<file path="config.mk">
export PLATFORM = sky130hd
export DESIGN_NAME = mem_arbiter_flat
export DESIGN_NICKNAME = d
export VERILOG_FILES = /design/src/rtl/mem_arbiter_if.sv /design/src/rtl/mem_arbiter.sv /design/src/flat_wrapper.sv
export SDC_FILE = /design/constraint.sdc
export NUM_CORES = 1
export LEC_CHECK = 0
export CAP_MARGIN = 40
export CORE_MARGIN = 4
export CORE_UTILIZATION = 35
export CTS_BUF_LIST = sky130_fd_sc_hd__clkbuf_8
export DETAILED_ROUTE_END_ITERATION = 16
export PLACE_DENSITY = 0.83
export SLEW_MARGIN = 15
export SYNTH_ARGS = -nofsm -noshare
export SYNTH_HDL_FRONTEND = slang
export SYNTH_SLANG_ARGS = --single-unit
export TNS_END_PERCENT = 100
</file>
<file path="constraint.sdc">
create_clock -name clk -period 1.92 [get_ports clk]
set_clock_uncertainty 0.2 [all_clocks]
set_input_delay 0.48 -clock clk [delete_from_list [all_inputs] [get_ports clk]]
set_output_delay 0.48 -clock clk [all_outputs]
set_load 0.01 [all_outputs]
</file>
<file path="src/rtl/mem_arbiter_if.sv">
// Bus bundle between the fetch/data requesters, the shared memory and mem_arbiter.
// Latency: none (wires only).
// Backpressure: requesters hold req/operands until their ready pulse; memory answers with mem_ack.
// Ports: fetch side (if_*), data side (d_*), memory side (mem_*), status (busy).
// Modports: slave = arbiter view, master = requester/memory-model view.
interface mem_arbiter_if;
   logic        if_req;
   logic [31:0] if_addr;
   logic        if_ready;
   logic [31:0] if_rdata;
   logic        d_req;
   logic        d_we;
   logic [31:0] d_addr;
   logic [31:0] d_wdata;
   logic        d_ready;
   logic [31:0] d_rdata;
   logic        mem_req;
   logic        mem_we;
   logic [31:0] mem_addr;
   logic [31:0] mem_wdata;
   logic        mem_ack;
   logic [31:0] mem_rdata;
   logic        busy;

   modport slave (
      input  if_req, if_addr, d_req, d_we, d_addr, d_wdata, mem_ack, mem_rdata,
      output if_ready, if_rdata, d_ready, d_rdata, mem_req, mem_we, mem_addr, mem_wdata, busy
   );

   modport master (
      output if_req, if_addr, d_req, d_we, d_addr, d_wdata, mem_ack, mem_rdata,
      input  if_ready, if_rdata, d_ready, d_rdata, mem_req, mem_we, mem_addr, mem_wdata, busy
   );
endinterface

</file>
<file path="src/rtl/mem_arbiter.sv">
// Shares one single-port memory between an instruction-fetch and a data requester.
// Latency: request sampled at edge N -> mem_req at N+1; ready is combinational with mem_ack.
// Backpressure: access held on the memory bus until mem_ack; new request sampled the edge after ready.
// Ports: clk, rst_n (async active-low); bus (mem_arbiter_if.slave) carries all request/memory signals.
// Optional: define MEM_ARB_FAIR_EN to grant fetch after two consecutive data grants made while fetch waited;
// without it data has strict priority.
module mem_arbiter (
   input  logic              clk,
   input  logic              rst_n,
   mem_arbiter_if.slave      bus
);

   typedef enum logic [1:0] {
      IDLE    = 2'd0,
      SERVE_D = 2'd1,
      SERVE_I = 2'd2
   } state_t;

   state_t      state_q, state_d;
   logic        mem_req_q, mem_req_d;
   logic        mem_we_q, mem_we_d;
   logic [31:0] mem_addr_q, mem_addr_d;
   logic [31:0] mem_wdata_q, mem_wdata_d;
   logic        grant_d;

`ifdef MEM_ARB_FAIR_EN
   logic [1:0]  fair_cnt_q, fair_cnt_d;
`endif

   always_comb begin
      state_d     = state_q;
      mem_req_d   = mem_req_q;
      mem_we_d    = mem_we_q;
      mem_addr_d  = mem_addr_q;
      mem_wdata_d = mem_wdata_q;
      grant_d     = bus.d_req;
`ifdef MEM_ARB_FAIR_EN
      fair_cnt_d  = fair_cnt_q;
      // Fetch has waited through two data grants: let it through this time.
      if (bus.d_req && bus.if_req && (fair_cnt_q == 2'd2)) begin
         grant_d = 1'b0;
      end
`endif

      case (state_q)
         IDLE: begin
            if (grant_d) begin
               state_d     = SERVE_D;
               mem_req_d   = 1'b1;
               mem_we_d    = bus.d_we;
               mem_addr_d  = bus.d_addr;
               mem_wdata_d = bus.d_wdata;
`ifdef MEM_ARB_FAIR_EN
               // Only data grants that made fetch wait count toward starvation.
               if (bus.if_req) begin
                  fair_cnt_d = (fair_cnt_q == 2'd2) ? 2'd2 : fair_cnt_q + 2'd1;
               end else begin
                  fair_cnt_d = 2'd0;
               end
`endif
            end else if (bus.if_req) begin
               // Fetch never writes; write data bus keeps its last value.
               state_d    = SERVE_I;
               mem_req_d  = 1'b1;
               mem_we_d   = 1'b0;
               mem_addr_d = bus.if_addr;
`ifdef MEM_ARB_FAIR_EN
               fair_cnt_d = 2'd0;
`endif
            end
         end
         SERVE_D, SERVE_I: begin
            if (bus.mem_ack) begin
               state_d   = IDLE;
               mem_req_d = 1'b0;
            end
         end
         default: begin
            state_d   = IDLE;
            mem_req_d = 1'b0;
         end
      endcase
   end

   always_ff @(posedge clk or negedge rst_n) begin
      if (!rst_n) begin
         state_q     <= IDLE;
         mem_req_q   <= 1'b0;
         mem_we_q    <= 1'b0;
         mem_addr_q  <= 32'd0;
         mem_wdata_q <= 32'd0;
`ifdef MEM_ARB_FAIR_EN
         fair_cnt_q  <= 2'd0;
`endif
      end else begin
         state_q     <= state_d;
         mem_req_q   <= mem_req_d;
         mem_we_q    <= mem_we_d;
         mem_addr_q  <= mem_addr_d;
         mem_wdata_q <= mem_wdata_d;
`ifdef MEM_ARB_FAIR_EN
         fair_cnt_q  <= fair_cnt_d;
`endif
      end
   end

   assign bus.mem_req   = mem_req_q;
   assign bus.mem_we    = mem_we_q;
   assign bus.mem_addr  = mem_addr_q;
   assign bus.mem_wdata = mem_wdata_q;
   assign bus.busy      = (state_q != IDLE);

   // Ready is qualified by state, so a stray ack in IDLE produces nothing and
   // the two ready pulses can never coincide.
   assign bus.if_ready  = (state_q == SERVE_I) && bus.mem_ack;
   assign bus.d_ready   = (state_q == SERVE_D) && bus.mem_ack;
   assign bus.if_rdata  = bus.mem_rdata;
   assign bus.d_rdata   = bus.mem_rdata;

endmodule

</file>
<file path="src/flat_wrapper.sv">
// flat-port wrapper written by rule: the top's interface ports become plain ports
module mem_arbiter_flat 
  (clk, rst_n, bus_if_req, bus_if_addr, bus_d_req, bus_d_we, bus_d_addr, bus_d_wdata, bus_mem_ack, bus_mem_rdata, bus_if_ready, bus_if_rdata, bus_d_ready, bus_d_rdata, bus_mem_req, bus_mem_we, bus_mem_addr, bus_mem_wdata, bus_busy);
  mem_arbiter_if bus_i ();
  input  logic clk;
  input  logic rst_n;
  input wire logic [$bits(bus_i.if_req)-1:0] bus_if_req;
  input wire logic [$bits(bus_i.if_addr)-1:0] bus_if_addr;
  input wire logic [$bits(bus_i.d_req)-1:0] bus_d_req;
  input wire logic [$bits(bus_i.d_we)-1:0] bus_d_we;
  input wire logic [$bits(bus_i.d_addr)-1:0] bus_d_addr;
  input wire logic [$bits(bus_i.d_wdata)-1:0] bus_d_wdata;
  input wire logic [$bits(bus_i.mem_ack)-1:0] bus_mem_ack;
  input wire logic [$bits(bus_i.mem_rdata)-1:0] bus_mem_rdata;
  output wire logic [$bits(bus_i.if_ready)-1:0] bus_if_ready;
  output wire logic [$bits(bus_i.if_rdata)-1:0] bus_if_rdata;
  output wire logic [$bits(bus_i.d_ready)-1:0] bus_d_ready;
  output wire logic [$bits(bus_i.d_rdata)-1:0] bus_d_rdata;
  output wire logic [$bits(bus_i.mem_req)-1:0] bus_mem_req;
  output wire logic [$bits(bus_i.mem_we)-1:0] bus_mem_we;
  output wire logic [$bits(bus_i.mem_addr)-1:0] bus_mem_addr;
  output wire logic [$bits(bus_i.mem_wdata)-1:0] bus_mem_wdata;
  output wire logic [$bits(bus_i.busy)-1:0] bus_busy;
  assign bus_i.if_req = bus_if_req;
  assign bus_i.if_addr = bus_if_addr;
  assign bus_i.d_req = bus_d_req;
  assign bus_i.d_we = bus_d_we;
  assign bus_i.d_addr = bus_d_addr;
  assign bus_i.d_wdata = bus_d_wdata;
  assign bus_i.mem_ack = bus_mem_ack;
  assign bus_i.mem_rdata = bus_mem_rdata;
  assign bus_if_ready = bus_i.if_ready;
  assign bus_if_rdata = bus_i.if_rdata;
  assign bus_d_ready = bus_i.d_ready;
  assign bus_d_rdata = bus_i.d_rdata;
  assign bus_mem_req = bus_i.mem_req;
  assign bus_mem_we = bus_i.mem_we;
  assign bus_mem_addr = bus_i.mem_addr;
  assign bus_mem_wdata = bus_i.mem_wdata;
  assign bus_busy = bus_i.busy;
  mem_arbiter u_core (.clk(clk), .rst_n(rst_n), .bus(bus_i));
endmodule
</file>
Word-level counts from Yosys, hierarchy flattened
Cells that the tools add are included.
{"block": "classes", "n_eq_ne": 4, "reduce_logical": 9, "muxes": 12}
{"cell": "32-bit two-way mux", "count": 2}
{"cell": "2-bit two-way mux", "count": 3}
{"cell": "2-bit AND reduction", "count": 3}
{"cell": "1-bit two-way mux", "count": 5}
{"cell": "2-bit one-hot mux with 2 select lines", "count": 1}
{"cell": "2-bit nonzero test", "count": 2}
{"cell": "3-bit != test (second input constant)", "count": 1}
{"cell": "2-bit by 1-bit equality test with 1-bit output (second input constant)", "count": 1}
{"cell": "2-bit equality test (second input constant)", "count": 1}
{"cell": "1-bit logical AND", "count": 2}
{"cell": "2-bit zero test", "count": 1}
{"cell": "2-bit != test (second input constant)", "count": 1}
{"cell": "1-bit one-hot mux with 2 select lines", "count": 1}
{"cell": "2-bit OR reduction", "count": 1}
{"block": "word_totals", "ff_bits": 68, "output_inout_bits": 133}

Longest topological paths before layout
Gate-level depths: netlist of run 1.
{"block": "logic_depth", "word_depth": 4, "ltp_mapped": 7, "ltp_nobuf": 5}

Worst setup path before layout of run 1
No wires, ideal clock.
{"block": "synth_timing", "kind": "flip-flop to flip-flop", "start": "register u_core.state_q[0]", "end": "register u_core.mem_req_q, in the netlist u_core.bus.mem_req", "path_slack_ns": 0.273, "arrival_time_ns": 1.322, "synth_period_minus_slack_ns": 1.647, "path_buffers": 0, "stages_incl_launch_ff": 6, "path_cell_list": "dfrtp_1 > inv_1 > ha_1 > nor2b_1 > a21oi_2 > mux2_2"}
{"block": "synth_between", "elab_chain_len": 4, "word_cells_on_any_way": 8}
{"item": "start, declared", "line": "mem_arbiter.sv:19", "source": "state_t state_q, state_d;"}
{"item": "start signal, assigned", "line": "mem_arbiter.sv:96", "source": "state_q <= state_d;"}
{"item": "2-bit by 1-bit equality test with 1-bit output / 2-bit equality test (equally long branches)", "line": "mem_arbiter.sv:45", "source": "case (state_q)"}
{"item": "2-bit OR reduction", "line": "mem_arbiter.sv:45"}
{"item": "2-bit != test (no line)"}
{"item": "2-bit AND reduction (no line)"}
{"item": "end signal, assigned", "line": "mem_arbiter.sv:97", "source": "mem_req_q <= mem_req_d;"}
{"item": "end, declared", "line": "mem_arbiter.sv:20", "source": "logic mem_req_q, mem_req_d;"}
Parallel ways exist; a longest one is shown, timed or not.
A chain may end at the register's enable or synchronous reset.

Final worst setup path of run 1
{"block": "layout_timing", "start": "register u_core.state_q[1]", "end": "output bus_d_ready"}
{"block": "layout_between", "elab_chain_len": 2}
{"item": "2-bit by 1-bit equality test with 1-bit output", "line": "mem_arbiter.sv:116", "source": "assign bus.d_ready = (state_q == SERVE_D) && bus.mem_ack;"}
{"item": "1-bit logical AND", "line": "mem_arbiter.sv:116"}
{"item": "end, declared", "line": "flat_wrapper.sv:17", "source": "output wire logic [$bits(bus_i.d_ready)-1:0] bus_d_ready;"}
Every way passes these cells.

==> flow_summary.yaml, run 1 <==
timing:
  fin_crit_ns: 1.95
  slew_headroom: 0.752
  setup_tns_ns: -0.0382
  finalWorstSetupSlack_ns: -0.0253
  fmax_ghz: 0.514
  drv_slew: 0
  rsz0062_at_grt: "yes"
  setup_viol: 2
  hold_viol: 0
  worst_slew_pin_slew_ns: 0.373
  finalCritPeriodShare: 1.01
detailed_routing:
  via_count: 2474
  drt_first_pass_iters: 4
  wire_per_inst_um: 16.1
  drc: 0
  ant_nets: 0
  totalWireLength_mm: 8.80
  vias_per_cell: 4.51
  first_iter_violations: 105
global_route:
  grt_pass1_wl_mm: 13.2
  grt_pass1_vias: 2661
  grt_max_degree: 69
  grt_overflow: 0
  grtUsageTotal: 0.149
  antenna_found_initial: 0
yosys:
  synth_fp_nets: 431
  ys_seq_elements: 68
  yosysMostFrequentCell: "buf_4"
  synth.area.top_cells: "dfrtp_1 48%, buf_4 15%, mux2_4 12%, mux2i_1 9.4%, nand2_1 3.4%"
  ys_warn_count: 0
  synthTopCellsByCount: "71 x buf_4, 68 x dfrtp_1, 33 x mux2i_1, 32 x nand2_1, 29 x mux2_4"
  syn_avg_cell_area_sq_um: 12.0
  synth_top_cell_area_share: 0.485
  synth_edf_count: 0
  synth_top_area_cell: "dfrtp_1"
  syn_area_sq_mm: 0.00351
  async_reset_ff_frac: 1.00
  syn_inst: 293
  synth.distinct_cells: 23
  synth.yosys.seq_area_share: 0.485
  synthFlopType: "dfrtp_1"
outcome:
  violations: "negative setup slack"
  status: "complete, but fails checks"
clock_network:
  cts_sinks: 68
  tritoncts: "done"
  numCtsBuffers: 9
  clkTransAtPathRegs_ns: 0.07
  root_buffer: "clkbuf_8"
  clk_path_buf_depth: 2
  clock_latency_ns: 0.34
  htreeDepth: 3
floorplanning:
  dieHeight_um: 108
  dieArea_sq_mm: 0.0117
  core_sq_mm: 0.00977
  rows: 36
  fp.dieW_um: 108
  io-pin-count: 267
  start_util: 0.359
worst_setup_path:
  r2r_start: "u_core.state_q[0]"
  worst_path_max_delay_cell: "dfrtp_1"
  crit_type: "flop to output pin"
  setup.worst_path.end_class: "output pin"
  crit_family: "flip-flops"
  path_cells: "inv_2 > ha_2 > and2_1 > buf_2"
  cp.required_ns: 1.24
  slowest_delay_ns: 0.40
  path_max_fanout: 3
  r2r_cells: 6
  worstPathArrival_ns: 1.27
  r2r_end: "u_core.bus.mem_wdata[31]"
  setup.worst_path.start_class: "flop"
  reg2reg_slack_ns: 0.15
  path_buf_inv: 2
placed_design:
  port_buffers: 170
  gp_congestion: 0.708
  hpwlAfterDp_mm: 6.82
  dp_slack_ns: -0.406
final_layout:
  regArea_sq_mm: 0.00170
  nFillCells: 876
  area_delta_synth_final_pct: 45.8
  num-nets-final: 548
  utilization: 0.524
  diodes: 0
  multi_input_area_sq_mm: 0.00123
  drive_gt1_frac: 0.178
pwr:
  vdd_drop_max_mv: 0.580
  p_leak_uw: 0.00249
  powerDensity_mw_per_mm2: 1400
hold_path:
  hp-start: "u_core.bus.mem_addr[10]"
  hp-class: "flop to flop"
  hold_depth: 2
  min_to: "u_core.bus.mem_addr[10]"
run:
  drv_cap: 0
kinds of logic after synthesis:
logic type / Yosys count / share of synthesized area
muxes: 66 / 0.231
buffers and inverters: 81 / 0.171
and+or+nand+nor: 38 / 0.0442
AOI/OAI and AO/OA: 36 / 0.0552
DFF: 68 / 0.485
adders and majority gates: 4 / 0.0143
layout make-up:
| type | count | area share |
|---|---|---|
| inverters | 3 | 0.00220 |
| clock inverters | 7 | 0.0181 |
| well taps | 133 | 0.0325 |
| multi-input cells | 144 | 0.241 |
| flip-flops and latches | 68 | 0.333 |
| clock buffers | 9 | 0.0242 |
| repair buffers | 184 | 0.349 |
cell usage in the layout, fill, tap and decap left out:
cell type	n
clkdlybuf4s50_1	99
dfrtp_1	68
dlygate4sd2_1	59
mux2i_1	33
nand2_1	32
mux2_4	29
o21ai_1	20
o21ai_0	12
buf_4	10
clkbuf_8	9
dlymetal6s2s_1	7
mux2_2	4
buf_12	4
buf_2	3
inv_1	2
inv_2	2
and2_1	2
ha_2	2
bufinv_16	2
clkinvlp_4	2
o21ai_4	1
nor2b_1	1
nand2_2	1
nor2_1	1
a21oi_2	1
o22ai_1	1
a32o_1	1
nand2b_1	1
ha_4	1
ha_1	1
clkinv_2	1
clkinv_4	1
dlygate4sd3_1	1
buf_6	1
worst register-to-register path, stage by stage (launching register included):
cell and delay, ns:
dfrtp_1 0.39, inv_2 0.08, ha_4 0.17, buf_4 0.15, nand2_2 0.09, buf_12 0.21, mux2_2 0.37
worst max-delay path by stage:
| stage | from | depth (start not counted) | to | slack [ns] |
|---|---|---|---|---|
| 3_5_place_dp | bus_mem_ack | 3 | bus_d_ready | -0.41 |
| 2_1_floorplan | u_core.state_q[0] | 5 | u_core.bus.mem_req | 0.27 |
| 4_1_cts | u_core.state_q[1] | 4 | bus_d_ready | -0.05 |
| 3_3_place_gp | bus_mem_ack | 3 | bus_if_ready | -0.37 |
| 5_1_grt | u_core.state_q[1] | 4 | bus_d_ready | -0.09 |
| 6_report | u_core.state_q[1] | 4 | bus_d_ready | -0.03 |
metrics by stage:
stage          hold WS (ns)  total power (uW)  instance area (sq um)  instances
2_1_floorplan       -0.0156              4410                   3510        293
3_3_place_gp          0.262              6260                   4920        529
3_5_place_dp          0.270              6370                   4920        529
4_1_cts               0.282              7240                   5080        547
5_1_grt               0.301              7650                   5120        548
6_report              0.276              7150                   5120        548
routing by layer:
metal	up-vias	track usage	part of all wire	routed length, um
met5	-	0	0	0
met4	0	0.0775	0.034	300
met3	43	0.0699	0.12	1100
met2	133	0.254	0.48	4230
met1	1150	0.152	0.36	3180
li1	1148	-	-	-
where the power goes:
group / switching, uW / leakage [uW] / internal (uW)
Sequential: 370 / 0.000817 / 2150
Combinational: 1470 / 0.00157 / 1870
Clock: 561 / 0.000107 / 726
Total: 2400 / 0.00249 / 4750
state kept, by name, indices dropped and copies added, names as in the netlist:
register,count
u_core.bus.mem_addr,32
u_core.bus.mem_req,1
u_core.bus.mem_wdata,32
u_core.bus.mem_we,1
u_core.state_q,2
what timing repair did:
action                                 in CTS  in global routing
gates cloned                                0                  0
hold buffers                                1                  0
pin swaps                                   0                  0
endpoints found under the hold margin      68                  0
setup buffers                               1                  1
resized for setup                          76                  9
setup endpoints to repair                  62                 10
(Power assumes the default switching activity.)
==> run 2: changes to the inputs <==
--- a/config.mk
+++ b/config.mk
@@ -7,8 +7,9 @@
 export LEC_CHECK = 0
-export CAP_MARGIN = 40
+export ABC_AREA = 1
+export CAP_MARGIN = 20
 export CORE_MARGIN = 4
-export CORE_UTILIZATION = 35
+export CORE_UTILIZATION = 36
 export CTS_BUF_LIST = sky130_fd_sc_hd__clkbuf_8
 export DETAILED_ROUTE_END_ITERATION = 16
-export PLACE_DENSITY = 0.83
+export PLACE_DENSITY = 0.84
 export SLEW_MARGIN = 15
==> constraint.sdc (replaced) <==
create_clock -name clk -period 1.92 [get_ports clk]
set_clock_uncertainty 0.2 [all_clocks]
set_input_delay 0.384 -clock clk [delete_from_list [all_inputs] [get_ports clk]]
set_output_delay 0.384 -clock clk [all_outputs]
set_load 0.01 [all_outputs]
==> run 2 against run 1 <==
The flow now finishes without violations. Sequential cell count stayed put. Maximum frequency is 5.3% higher. Cell count is 31% higher. Die area is 1.4% higher. Critical path type unchanged.
==> flow_summary.yaml, run 2 <==
outcome:
  status: "completed"
final_layout:
  stdcell_area_sq_mm: 0.00529
  area_delta_synth_final_pct: 44.3
  diodes: 0
  layout_common_cells: "206 x nand2_1, 164 x clkdlybuf4s50_1, 68 x dfrtp_1, 37 x inv_1, 36 x nand3_1"
  layout_commonest_cell: "nand2_1"
  nFillCells: 907
  num-nets-final: 720
  finalNonFillerCells: 720
  drive_gt1_frac: 0.0630
worst_setup_path:
  path_max_fanout: 2
  crit_family: "buffers and inverters"
  slowest_delay_ns: 0.57
  path_cells: "clkdlybuf4s50_1"
  worstPathArrival_ns: 1.26
  path_buf_inv: 1
  cp.required_ns: 1.34
  worst_path_max_delay_cell: "clkdlybuf4s50_1"
  crit_type: "flop to output pin"
  setup.worst_path.end_class: "output pin"
  setup.worst_path.start_class: "flop"
yosys:
  synthAdderAreaFrac: 0.0137
  synth-simple-area-share: 0.262
  synthMuxAreaShare: 0
  syn_inst: 477
  synth_top_family_by_area: "simple AND/OR/NAND/NOR gates"
  synthTopCellsByCount: "206 x nand2_1, 69 x buf_4, 68 x dfrtp_1, 39 x inv_1, 36 x nand3_1"
  syn_area_sq_mm: 0.00367
  ys_seq_elements: 68
  synth-compound-area-share: 0.0481
  synth.area.top_cells: "dfrtp_1 46%, nand2_1 21%, buf_4 14%, nand3_1 4.9%, o21ai_0 4.4%"
  yosysMostFrequentCell: "nand2_1"
  synthFlopType: "dfrtp_1"
  synth_fp_nets: 615
  synth_top_area_cell: "dfrtp_1"
  async_reset_ff_frac: 1.00
  synth_xor_area_frac: 0
  synth.distinct_cells: 13
  synth_top_cell_area_share: 0.464
  synth_edf_count: 0
  ys_warn_count: 0
  synth.yosys.seq_area_share: 0.464
  syn_avg_cell_area_sq_um: 7.69
global_route:
  grt_overflow: 0
  grt_pass1_vias: 3391
  grt_pass1_wl_mm: 15.8
  grt_max_degree: 69
  grtUsageTotal: 0.166
  antenna_found_initial: 0
floorplanning:
  dieArea_sq_mm: 0.0119
  fp.dieW_um: 109
  start_util: 0.372
  io-pin-count: 267
  core_sq_mm: 0.00986
  rows: 36
  dieHeight_um: 109
timing:
  setup_viol: 0
  slew_headroom: 0.759
  hold_viol: 0
  drv_slew: 0
  rsz0062_at_grt: "no"
  worst_slew_pin_slew_ns: 0.361
  fmax_ghz: 0.542
  finalCritPeriodShare: 0.962
  setup_tns_ns: 0
  fin_crit_ns: 1.85
detailed_routing:
  via_count: 3243
  vias_per_cell: 4.50
  drt_first_pass_iters: 4
  ant_nets: 0
  first_iter_violations: 263
  totalWireLength_mm: 9.86
  wire_per_inst_um: 13.7
  drc: 0
clock_network:
  tritoncts: "done"
  clock_latency_ns: 0.33
  cts_sinks: 68
  numCtsBuffers: 9
  root_buffer: "clkbuf_8"
  htreeDepth: 3
  clkTransAtPathRegs_ns: 0.07
  clk_path_buf_depth: 2
placed_design:
  dpl_cell_area_sq_mm: 0.00500
  port_buffers: 170
  gp_congestion: 0.775
  hpwlAfterDp_mm: 7.50
  dp_cells: 701
hold_path:
  hp-class: "flop to flop"
pwr:
  powerDensity_mw_per_mm2: 1420
  vdd_drop_max_mv: 0.543
  p_leak_uw: 0.00267
run:
  drv_cap: 0
run 2: cell count changes after synthesis, moves of 29 or more:
cell,delta
mux2i_1,-33
nand3_1,+36
nand2_1,+174
inv_1,+36
mux2_4,-29
run 2: cells by family (layout without fill, tap and decap cells):
family	after synthesis	after routing
AOI/OAI and AO/OA	33	33
adders and majority gates	4	4
buffers and inverters	128	238
DFF	68	68
and+or+nand+nor	244	244
run 2: path summary, 6_finish.rpt:
check / start / to / slack (ns) / cells past startpoint
setup / recovery: u_core.bus.mem_addr[21] / bus_mem_addr[21] / 0.07 / 1
hold / removal: u_core.bus.mem_wdata[30] / u_core.bus.mem_wdata[30] / 0.28 / 2
setup reg to reg: u_core.state_q[0] / u_core.state_q[1] / 0.19 / 8
hold reg to reg: u_core.bus.mem_wdata[30] / u_core.bus.mem_wdata[30] / 0.28 / 2
max in group asynchronous: rst_n / u_core.bus.mem_wdata[4] / 0.84 / 3
min in group asynchronous: rst_n / u_core.bus.mem_addr[15] / 0.39 / 3
run 2: tightest hold or removal path, cell delays in order, from the launching register on:
cell	delay, ns
dfrtp_1	0.34
nand2_1	0.05
nand2_1	0.05
run 2: final cells by class:
type | instances | area (sq um) | share of cell area
Clock inverter | 5 | 106 | 0.0201
Timing Repair Buffer | 182 | 1810 | 0.343
Tap cell | 133 | 166 | 0.0314
Inverter | 40 | 153 | 0.0288
Multi-Input combinational cell | 281 | 1200 | 0.227
Sequential cell | 68 | 1700 | 0.322
Clock buffer | 11 | 151 | 0.0286
run 2: per-layer routing:
| layer | global-route usage | wire length, um | vias to the layer above | part of all wire |
|---|---|---|---|---|
| met3 | 0.0426 | 680 | 30 | 0.069 |
| met4 | 0.0676 | 210 | 0 | 0.021 |
| met2 | 0.293 | 5090 | 117 | 0.52 |
| met5 | 0 | 0 | - | 0 |
| met1 | 0.191 | 3890 | 1505 | 0.39 |
| li1 | - | - | 1591 | - |
run 2: through the flow:
step	setup slack [ns]	util	power [uW]	hold slack (ns)
floorplan	0.213	-	4170	-0.112
global placement	-0.173	0.507	5910	0.226
detailed placement	-0.184	0.507	6040	0.236
CTS	0.0116	0.537	7600	0.277
global route	0.00461	0.536	8050	0.300
finish	0.0734	0.536	7490	0.275
run 2: timing repair:
action | 4_1_cts | 5_1_grt
setup endpoints to repair | 38 | 36
hold endpoints to repair | 68 | 0
setup buffers | 2 | 0
gates resized for setup | 12 | 6
hold buffers | 1 | 0
run 2: power breakdown:
group	switching (uW)	internal, uW	leakage [uW]
sequential	368	2110	0.000844
clock	548	939	0.000126
combinational	1700	1830	0.00170
total	2610	4880	0.00267
